--- src/rtl/register_write_controller_pkg.sv ---
// Shared widths, typedefs and FSM state encoding for the general-register write path.
package reg_pkg;
  localparam int unsigned REG_DATA_W  = 4;
  localparam int unsigned NUM_GP_REGS = 4;
  localparam int unsigned REG_ADDR_W  = 2;

  typedef logic [REG_ADDR_W-1:0] reg_addr_t;
  typedef logic [REG_DATA_W-1:0] reg_data_t;

  typedef enum logic [0:0] {IDLE, ISSUE} wr_state_t;
endpackage

--- src/rtl/register_write_controller_if.sv ---
// Result-source handshake bundle: ALU and memory-load valid/ready request channels.
interface register_write_controller_if
  import reg_pkg::*;
#(
  parameter int unsigned ADDR_W = REG_ADDR_W,
  parameter int unsigned DATA_W = REG_DATA_W
);
  logic              alu_valid;
  logic [ADDR_W-1:0] alu_dest;
  logic [DATA_W-1:0] alu_data;
  logic              alu_ready;
  logic              mem_valid;
  logic [ADDR_W-1:0] mem_dest;
  logic [DATA_W-1:0] mem_data;
  logic              mem_ready;

  modport master (
    output alu_valid, alu_dest, alu_data, mem_valid, mem_dest, mem_data,
    input  alu_ready, mem_ready
  );

  modport slave (
    input  alu_valid, alu_dest, alu_data, mem_valid, mem_dest, mem_data,
    output alu_ready, mem_ready
  );
endinterface

--- src/rtl/register_write_controller_rr_arbiter2.sv ---
// Two-requester round-robin arbiter; req[0] is the ALU, req[1] the memory load.
module rr_arbiter2 (
  input  logic       clock,
  input  logic       reset,
  input  logic       hold,
  input  logic [1:0] req,
  output logic [1:0] gnt
);
  // ptr_q names the requester that wins the next contested cycle.
  logic ptr_q, ptr_d;

  always_comb begin
    gnt   = 2'b00;
    ptr_d = ptr_q;
    if (!hold) begin
      if (&req) begin
        gnt[ptr_q] = 1'b1;
        ptr_d      = ~ptr_q;
      end else begin
        gnt = req;
      end
    end
  end

  always_ff @(posedge clock or negedge reset) begin
    if (!reset) begin
      ptr_q <= 1'b0;
    end else begin
      ptr_q <= ptr_d;
    end
  end
endmodule

--- src/rtl/register_write_controller.sv ---
// Arbitrates ALU/load results and turns each accepted one into a registered one-hot write pulse.
module register_write_controller
  import reg_pkg::*;
#(
  parameter int unsigned NUM_REGS = NUM_GP_REGS,
  parameter int unsigned ADDR_W   = REG_ADDR_W,
  parameter int unsigned DATA_W   = REG_DATA_W,
  parameter int unsigned CNT_W    = 8
) (
  input  logic                        clock,
  input  logic                        reset,
  input  logic                        freeze,
  register_write_controller_if.slave  src,
  output logic [NUM_REGS-1:0]         reg_set,
  output logic [DATA_W-1:0]           reg_value,
  output logic                        busy,
  output logic [CNT_W-1:0]            write_count,
  output logic                        err_dest
);
  logic [1:0]          gnt;
  logic                accept;
  logic [ADDR_W-1:0]   sel_dest;
  logic [DATA_W-1:0]   sel_data;
  logic                in_range;

  wr_state_t           state_q, state_d;
  logic [NUM_REGS-1:0] reg_set_q, reg_set_d;
  logic [DATA_W-1:0]   reg_value_q, reg_value_d;
  logic [CNT_W-1:0]    count_q, count_d;
  logic                err_q, err_d;

  rr_arbiter2 u_arb (
    .clock (clock),
    .reset (reset),
    .hold  (freeze),
    .req   ({src.mem_valid, src.alu_valid}),
    .gnt   (gnt)
  );

  assign src.alu_ready = gnt[0];
  assign src.mem_ready = gnt[1];

  assign accept   = |gnt;
  assign sel_dest = gnt[1] ? src.mem_dest : src.alu_dest;
  assign sel_data = gnt[1] ? src.mem_data : src.alu_data;
  assign in_range = 32'(sel_dest) < NUM_REGS;

  always_comb begin
    state_d     = state_q;
    reg_set_d   = '0;
    reg_value_d = reg_value_q;
    count_d     = count_q;
    err_d       = err_q;

    unique case (state_q)
      IDLE:    state_d = accept ? ISSUE : IDLE;
      ISSUE:   state_d = accept ? ISSUE : IDLE;
      default: state_d = IDLE;
    endcase

    if (accept) begin
      // Out-of-range writes are counted and flagged but never strobe a register.
      for (int unsigned i = 0; i < NUM_REGS; i++) begin
        reg_set_d[i] = (32'(sel_dest) == i);
      end
      reg_value_d = sel_data;
      count_d     = count_q + CNT_W'(1);
      if (!in_range) begin
        err_d = 1'b1;
      end
    end
  end

  always_ff @(posedge clock or negedge reset) begin
    if (!reset) begin
      state_q     <= IDLE;
      reg_set_q   <= '0;
      reg_value_q <= '0;
      count_q     <= '0;
      err_q       <= 1'b0;
    end else begin
      state_q     <= state_d;
      reg_set_q   <= reg_set_d;
      reg_value_q <= reg_value_d;
      count_q     <= count_d;
      err_q       <= err_d;
    end
  end

  assign reg_set     = reg_set_q;
  assign reg_value   = reg_value_q;
  assign busy        = (state_q == ISSUE);
  assign write_count = count_q;
  assign err_dest    = err_q;
endmodule

--- src/flat_wrapper.sv ---
// flat-port wrapper written by rule: the top's interface ports become plain ports
module register_write_controller_flat import reg_pkg::*;
#(
  parameter int unsigned NUM_REGS = NUM_GP_REGS,
  parameter int unsigned ADDR_W   = REG_ADDR_W,
  parameter int unsigned DATA_W   = REG_DATA_W,
  parameter int unsigned CNT_W    = 8
)
  (clock, reset, freeze, reg_set, reg_value, busy, write_count, err_dest, src_alu_valid, src_alu_dest, src_alu_data, src_mem_valid, src_mem_dest, src_mem_data, src_alu_ready, src_mem_ready);
  register_write_controller_if #(.ADDR_W(ADDR_W), .DATA_W(DATA_W)) src_i ();
  input  logic clock;
  input  logic reset;
  input  logic freeze;
  output logic [NUM_REGS-1:0] reg_set;
  output logic [DATA_W-1:0] reg_value;
  output logic busy;
  output logic [CNT_W-1:0] write_count;
  output logic err_dest;
  input wire logic [$bits(src_i.alu_valid)-1:0] src_alu_valid;
  input wire logic [$bits(src_i.alu_dest)-1:0] src_alu_dest;
  input wire logic [$bits(src_i.alu_data)-1:0] src_alu_data;
  input wire logic [$bits(src_i.mem_valid)-1:0] src_mem_valid;
  input wire logic [$bits(src_i.mem_dest)-1:0] src_mem_dest;
  input wire logic [$bits(src_i.mem_data)-1:0] src_mem_data;
  output wire logic [$bits(src_i.alu_ready)-1:0] src_alu_ready;
  output wire logic [$bits(src_i.mem_ready)-1:0] src_mem_ready;
  assign src_i.alu_valid = src_alu_valid;
  assign src_i.alu_dest = src_alu_dest;
  assign src_i.alu_data = src_alu_data;
  assign src_i.mem_valid = src_mem_valid;
  assign src_i.mem_dest = src_mem_dest;
  assign src_i.mem_data = src_mem_data;
  assign src_alu_ready = src_i.alu_ready;
  assign src_mem_ready = src_i.mem_ready;
  register_write_controller #(.NUM_REGS(NUM_REGS), .ADDR_W(ADDR_W), .DATA_W(DATA_W), .CNT_W(CNT_W)) u_core (.clock(clock), .reset(reset), .freeze(freeze), .src(src_i), .reg_set(reg_set), .reg_value(reg_value), .busy(busy), .write_count(write_count), .err_dest(err_dest));
endmodule
--- config.mk ---
export PLATFORM = sky130hd
export DESIGN_NAME = register_write_controller_flat
export DESIGN_NICKNAME = d
export VERILOG_FILES = /design/src/rtl/register_write_controller_pkg.sv /design/src/rtl/register_write_controller_if.sv /design/src/rtl/register_write_controller_rr_arbiter2.sv /design/src/rtl/register_write_controller.sv /design/src/flat_wrapper.sv
export SDC_FILE = /design/constraint.sdc
export NUM_CORES = 1
export LEC_CHECK = 0
export ABC_AREA = 0
export BUFFER_PORTS_ARGS = -buffer_cell sky130_fd_sc_hd__buf_4
export CAP_MARGIN = 20
export CORE_MARGIN = 3
export CORE_UTILIZATION = 45
export CTS_CLUSTER_DIAMETER = 30
export CTS_CLUSTER_SIZE = 30
export DETAILED_ROUTE_END_ITERATION = 6
export MAX_ROUTING_LAYER = met4
export PLACE_DENSITY = 0.72
export SYNTH_ARGS = -nofsm -noshare
export SYNTH_HDL_FRONTEND = slang
export SYNTH_SLANG_ARGS = --single-unit
--- constraint.sdc ---
create_clock -name clock -period 1.4 [get_ports clock]
set_input_delay 0.21 -clock clock [delete_from_list [all_inputs] [get_ports clock]]
set_output_delay 0.21 -clock clock [all_outputs]
set_load 0.005 [all_outputs]
## Word level (Yosys, flattened, before mapping)

Cells that the tools add are included.

| word-level totals | value |
|---|---|
| input port bits | 17 |
| logic and storage cells | 26 |
| flip-flop bits (word level) | 18 |

| operators by class | value |
|---|---|
| $lt $le $gt $ge | 2 |
| bitwise gates (word level) | 2 |
| add/sub/neg operators | 1 |
| equality and inequality tests | 3 |
| mux-type cells | 8 |
| reductions and logical operators | 5 |

Operator list:

| kind | count |
|---|---|
| 8-bit by 1-bit adder with 8-bit output (second input constant) | 1 |
| 4-bit 2-to-1 mux | 2 |
| 2-bit 2-to-1 mux | 3 |
| 2-bit == test (second input constant) | 2 |
| 3-bit AND reduction | 1 |
| 2-bit by 1-bit == test with 1-bit output (second input constant) | 1 |
| 2-bit zero test | 1 |
| 1-bit by 2-bit < comparator with 1-bit output (second input constant) | 1 |
| 1-bit 2-to-1 mux | 2 |
| 1-bit NOT | 2 |
| 2-bit AND reduction | 1 |
| 2-bit OR reduction | 1 |
| 1-bit demux with 1-bit select | 1 |
| 1-bit greater-or-equal comparator (second input constant) | 1 |
| 1-bit logical AND | 1 |

## Longest topological paths before layout

| logic depth | value |
|---|---|
| depth in word-level cells | 9 |
| depth in mapped cells | 5 |

## By module

A second synthesis with hierarchy kept.

| unflattened totals | value |
|---|---|
| cells, all modules | 69 |
| area, all modules | 813.3 µm² |

By module, submodules not included:

| module | instances | area an instance (µm²) | cells each |
|---|---|---|---|
| register_write_controller | 1 | 742.0 | 62 |
| rr_arbiter2 | 1 | 71.3 | 7 |

## Least setup slack after synthesis

OpenSTA, ideal clock, no wires.

| timing | value |
|---|---|
| kind | register to register |
| from | reg u_core.u_arb.ptr_q |
| to | reg u_core.reg_value_q[0], in the netlist u_core.reg_value[0] |
| stages on the path, launching flop included | 4 |
| slack | 0.283 ns |
| clock period less this slack | 1.117 ns |
| required time | 1.318 ns |
| setup time | 0.082 ns |
| arrival time | 1.035 ns |
| cells stage by stage | dfrtp_1 nor2b_2 or3b_2 a31oi_1 |

| on the way | value |
|---|---|
| cells in the longest elaborated chain, start to end | 7 |

Ends and longest elaborated chain:

| element | RTL line | source |
|---|---|---|
| start: declaration | register_write_controller_rr_arbiter2.sv:10 | `logic ptr_q, ptr_d;` |
| start signal: assignment | register_write_controller_rr_arbiter2.sv:29 | `ptr_q <= ptr_d;` |
| 1-bit by 2-bit < comparator with 1-bit output (implied by the code) or 1-bit greater-or-equal comparator (tied branches) | register_write_controller_rr_arbiter2.sv:17 | `gnt[ptr_q] = 1'b1;` |
| 1-bit logical AND (implied by the code) | register_write_controller_rr_arbiter2.sv:17 |  |
| 1-bit 2-to-1 mux (implied by the code) | register_write_controller_rr_arbiter2.sv:17 |  |
| 1-bit demux with 1-bit select * | register_write_controller_rr_arbiter2.sv:17 |  |
| 2-bit 2-to-1 mux * | register_write_controller_rr_arbiter2.sv:16 | `if (&req) begin` |
| 2-bit 2-to-1 mux * | register_write_controller_rr_arbiter2.sv:15 | `if (!hold) begin` |
| 4-bit 2-to-1 mux or 2-bit OR reduction (tied branches) | register_write_controller.sv:45, register_write_controller.sv:43 |  |
| end signal: assignment | register_write_controller.sv:84 | `reg_value_q <= reg_value_d;` |
| end: declaration | register_write_controller.sv:28 | `logic [DATA_W-1:0] reg_value_q, reg_value_d;` |

Mark *: on every way between the ends. The rest lies on a longest branch, timed or not.
A chain may end at the register's enable or synchronous reset.

## Worst setup path in the final report

| timing | value |
|---|---|
| from | reg u_core.u_arb.ptr_q |
| to | reg u_core.reg_value_q[1], in the netlist u_core.reg_value[1] |

Same word-level chain as after synthesis.

==> run metrics <==
CTS buffer count 3; CP max FO 6; Crit path depth 4; P_sw 536 µW; Yosys top cell by area dfrtp_1; routed vias/inst 5.22; count of pins over their slew limit 0; Die Width 50.1 µm; Post-synth top flop dfrtp_1; Die Height 50.1 µm; die area 0.00251 mm²; GP Congestion a little under 0.7; Clk Latency, worst-skew pair 0.28 ns; worst hold margin about 0.19 ns; Antenna Cells 0; main area contributors after synthesis dfrtp_1 52%, xnor2_1 5.0%, o21ai_0 4.0%; fin util roughly 68%; clock root buffer master clkbuf_4; Setup TNS Final 0 ns; DP Wirelength between 1000 and 1500 µm; area grow syn2layout 38.9%; fin crit share 95.6%; RSZ-0062 raised after global routing false; Peak Freq between 700 and 800 MHz; Arrival @ worst endpoint ~1.6 ns; Final Critical Period 1.34 ns; initial core utilization about half; io pins 37; global-route wire length before repair roughly 2900 µm; RR Endpoint u_core.reg_value[1]; H-tree levels 1; Clk pin slew, worst setup/hold paths 0.10 ns; dpl cell area 0.00115 mm²; Post-synth EDFFs 0; Reg power frac 48.8%; Total Routing Usage GR ~15%; PortBufs 35; async set or reset register ratio after synthesis 100%; antenna violations before repair 0; slowest stage cell, crit path or3b_2; crit path from u_core.u_arb.ptr_q; pre-CTS setup slack 0.0639 ns; CTS tree built; Post-Syn Area per Cell about 10 µm²; Setup crit start kind flop; Detailed Route Iter0 Violations 12; largest net degree at the start of global routing 19; Residual DRC 0; 1st-pass router iterations 4; Pint roughly 1200 µW; Rows 15; total power per unit cell area 1390 mW/mm²; Fin Clk Skew between 0.002 and 0.0025 ns; via count roughly 800; most frequent cells in the layout 38 x buf_4, 17 x dfrtp_1, 7 x nor2_1, 7 x o21ai_0, 6 x nand2_1; synthesized flop and latch total 18; area share of the largest cell type after synthesis about half; Nets about 140; design area between 0.001 and 0.0015 mm²; Final WS setup approximately 0.062 ns; Ys Warns 0; min-delay worst type in -> reg; share of cells above drive strength 1 roughly two fifths; Final Hold Vio Count 0; setup violators final 0; CTS sink cnt 18; crit end category flop; post-synth cell types 30; Syn Inst Count 85; remaining antenna violation count after routing 0; Clock power frac between 10% and 20%; synthesized area 875 µm²; core area 0.00178 mm²; r2r setup slk about 0.062 ns; FF-to-FF Start u_core.u_arb.ptr_q; vias in the first global route 687; max cap viols 0; status completed; worst path bufs/invs 1; leak pwr between 0.0005 and 0.0006 µW; CP Capture Point u_core.reg_value[1]; remaining global-route overflow 0; sequential share of the synthesized area between 50% and 60%; Max Root-Sink Buffers 2; Comb pwr share about a third; WL final 1760 µm; switching part of the total 31.7%; Reg2Reg Depth 4; VDD IR max around 640 µV; Worst EP required roughly 1.6 ns; Worst path max stage delay about 0.46 ns; Wirelength per Cell about 12 µm; commonest non-fill, non-tap cell in the layout buf_4; critical path class reg -> reg; Syn Nets 103; crit-path cells nor2b_4 -> buf_4 -> or3b_2 -> a31oi_1; CP delay by family, top simple AND/OR/NAND/NOR gates
==> how the worst min path moves through the flow <==
| stage | to | depth (start not counted) | from | slack, ns |
|---|---|---|---|---|
| floorplan | u_core.busy | 0 | reset | -0.09 |
| global placement | u_core.write_count[0] | 1 | reset | 0.08 |
| detailed placement | u_core.write_count[0] | 1 | reset | 0.09 |
| CTS | u_core.reg_set[2] | 3 | src_mem_dest[0] | 0.18 |
| global route | u_core.reg_value[0] | 3 | src_alu_data[0] | 0.19 |
| finish | u_core.reg_set[2] | 3 | src_mem_dest[0] | 0.19 |
==> worst register-to-register path: cells and delay by family, from the launching register on <==
| kind | cells | cell delay (ns) |
|---|---|---|
| and+or+nand+nor | 2 | 0.53 |
| DFF | 1 | 0.42 |
| AOI/OAI and AO/OA | 1 | 0.17 |
| buffers and inverters | 1 | 0.14 |
==> state kept, by name (all words and copies together), names as in the netlist <==
name	flops
u_core.write_count	8
u_core.reg_set	4
u_core.u_arb.ptr_q	1
u_core.reg_value	4
u_core.busy	1
==> cells in the mapped netlist, drive strengths merged (2+ instances only) <==
cell	n
a21oi	5
o21ai	7
nand2b	2
a31oi	4
nor2	7
nand4	3
dfrtp	18
nor3	2
xnor2	5
buf	4
or4b	2
nor2b	3
or3b	4
xor2	3
nand2	6
==> cell type report <==
class,instances,area (µm²)
clock buffer,4,36.3
fill,146,568
inverter,1,3.75
multi-input combinational,62,397
sequential,18,452
tap,25,31.3
timing repair buffer,39,295
==> timing repair <==
| item | 4_1_cts | 5_1_grt |
|---|---|---|
| cloned | 0 | 0 |
| hold buffers | 1 | 0 |
| resized for setup | 1 | 1 |
| setup endpoints to repair | 1 | 3 |
| endpoints found under the hold margin | 18 | 0 |
| setup buffers | 1 | 1 |
==> cell families after synthesis <==
kind of cell	after synthesis	synth area share [%]
buf+inv	5	3.72
fa+ha+maj	1	1.43
simple gates	34	23.0
flops	18	51.5
other cells	1	0.429
compound gates	18	11.9
xor+xnor	8	8.01
==> metal layers <==
layer  vias up  part of all wire [%]  wire [µm]  global-route usage [%]
li1        379                     -          -                       -
met4         0                     0          0                    6.91
met1       368                    41        723                    18.0
met3         0                   5.9        104                    1.81
met2        31                    53        934                    26.1
met5         -                     0          0                       -
==> power by group through the flow <==
stage	clock (µW)	sequential, µW	combinational [µW]
after global placement	0	822	517
after CTS	319	824	553
after floorplan	0	812	241
after detailed placement	0	828	534
after global routing	337	849	618
final	310	825	557
==> per-stage QoR <==
step / instances / power, µW
global route: 149 / 1800
global placement: 142 / 1340
detailed placement: 142 / 1360
floorplan: 85 / 1050
CTS: 148 / 1700
finish: 149 / 1690
No activity file was read; power rests on OpenSTA's default activity.
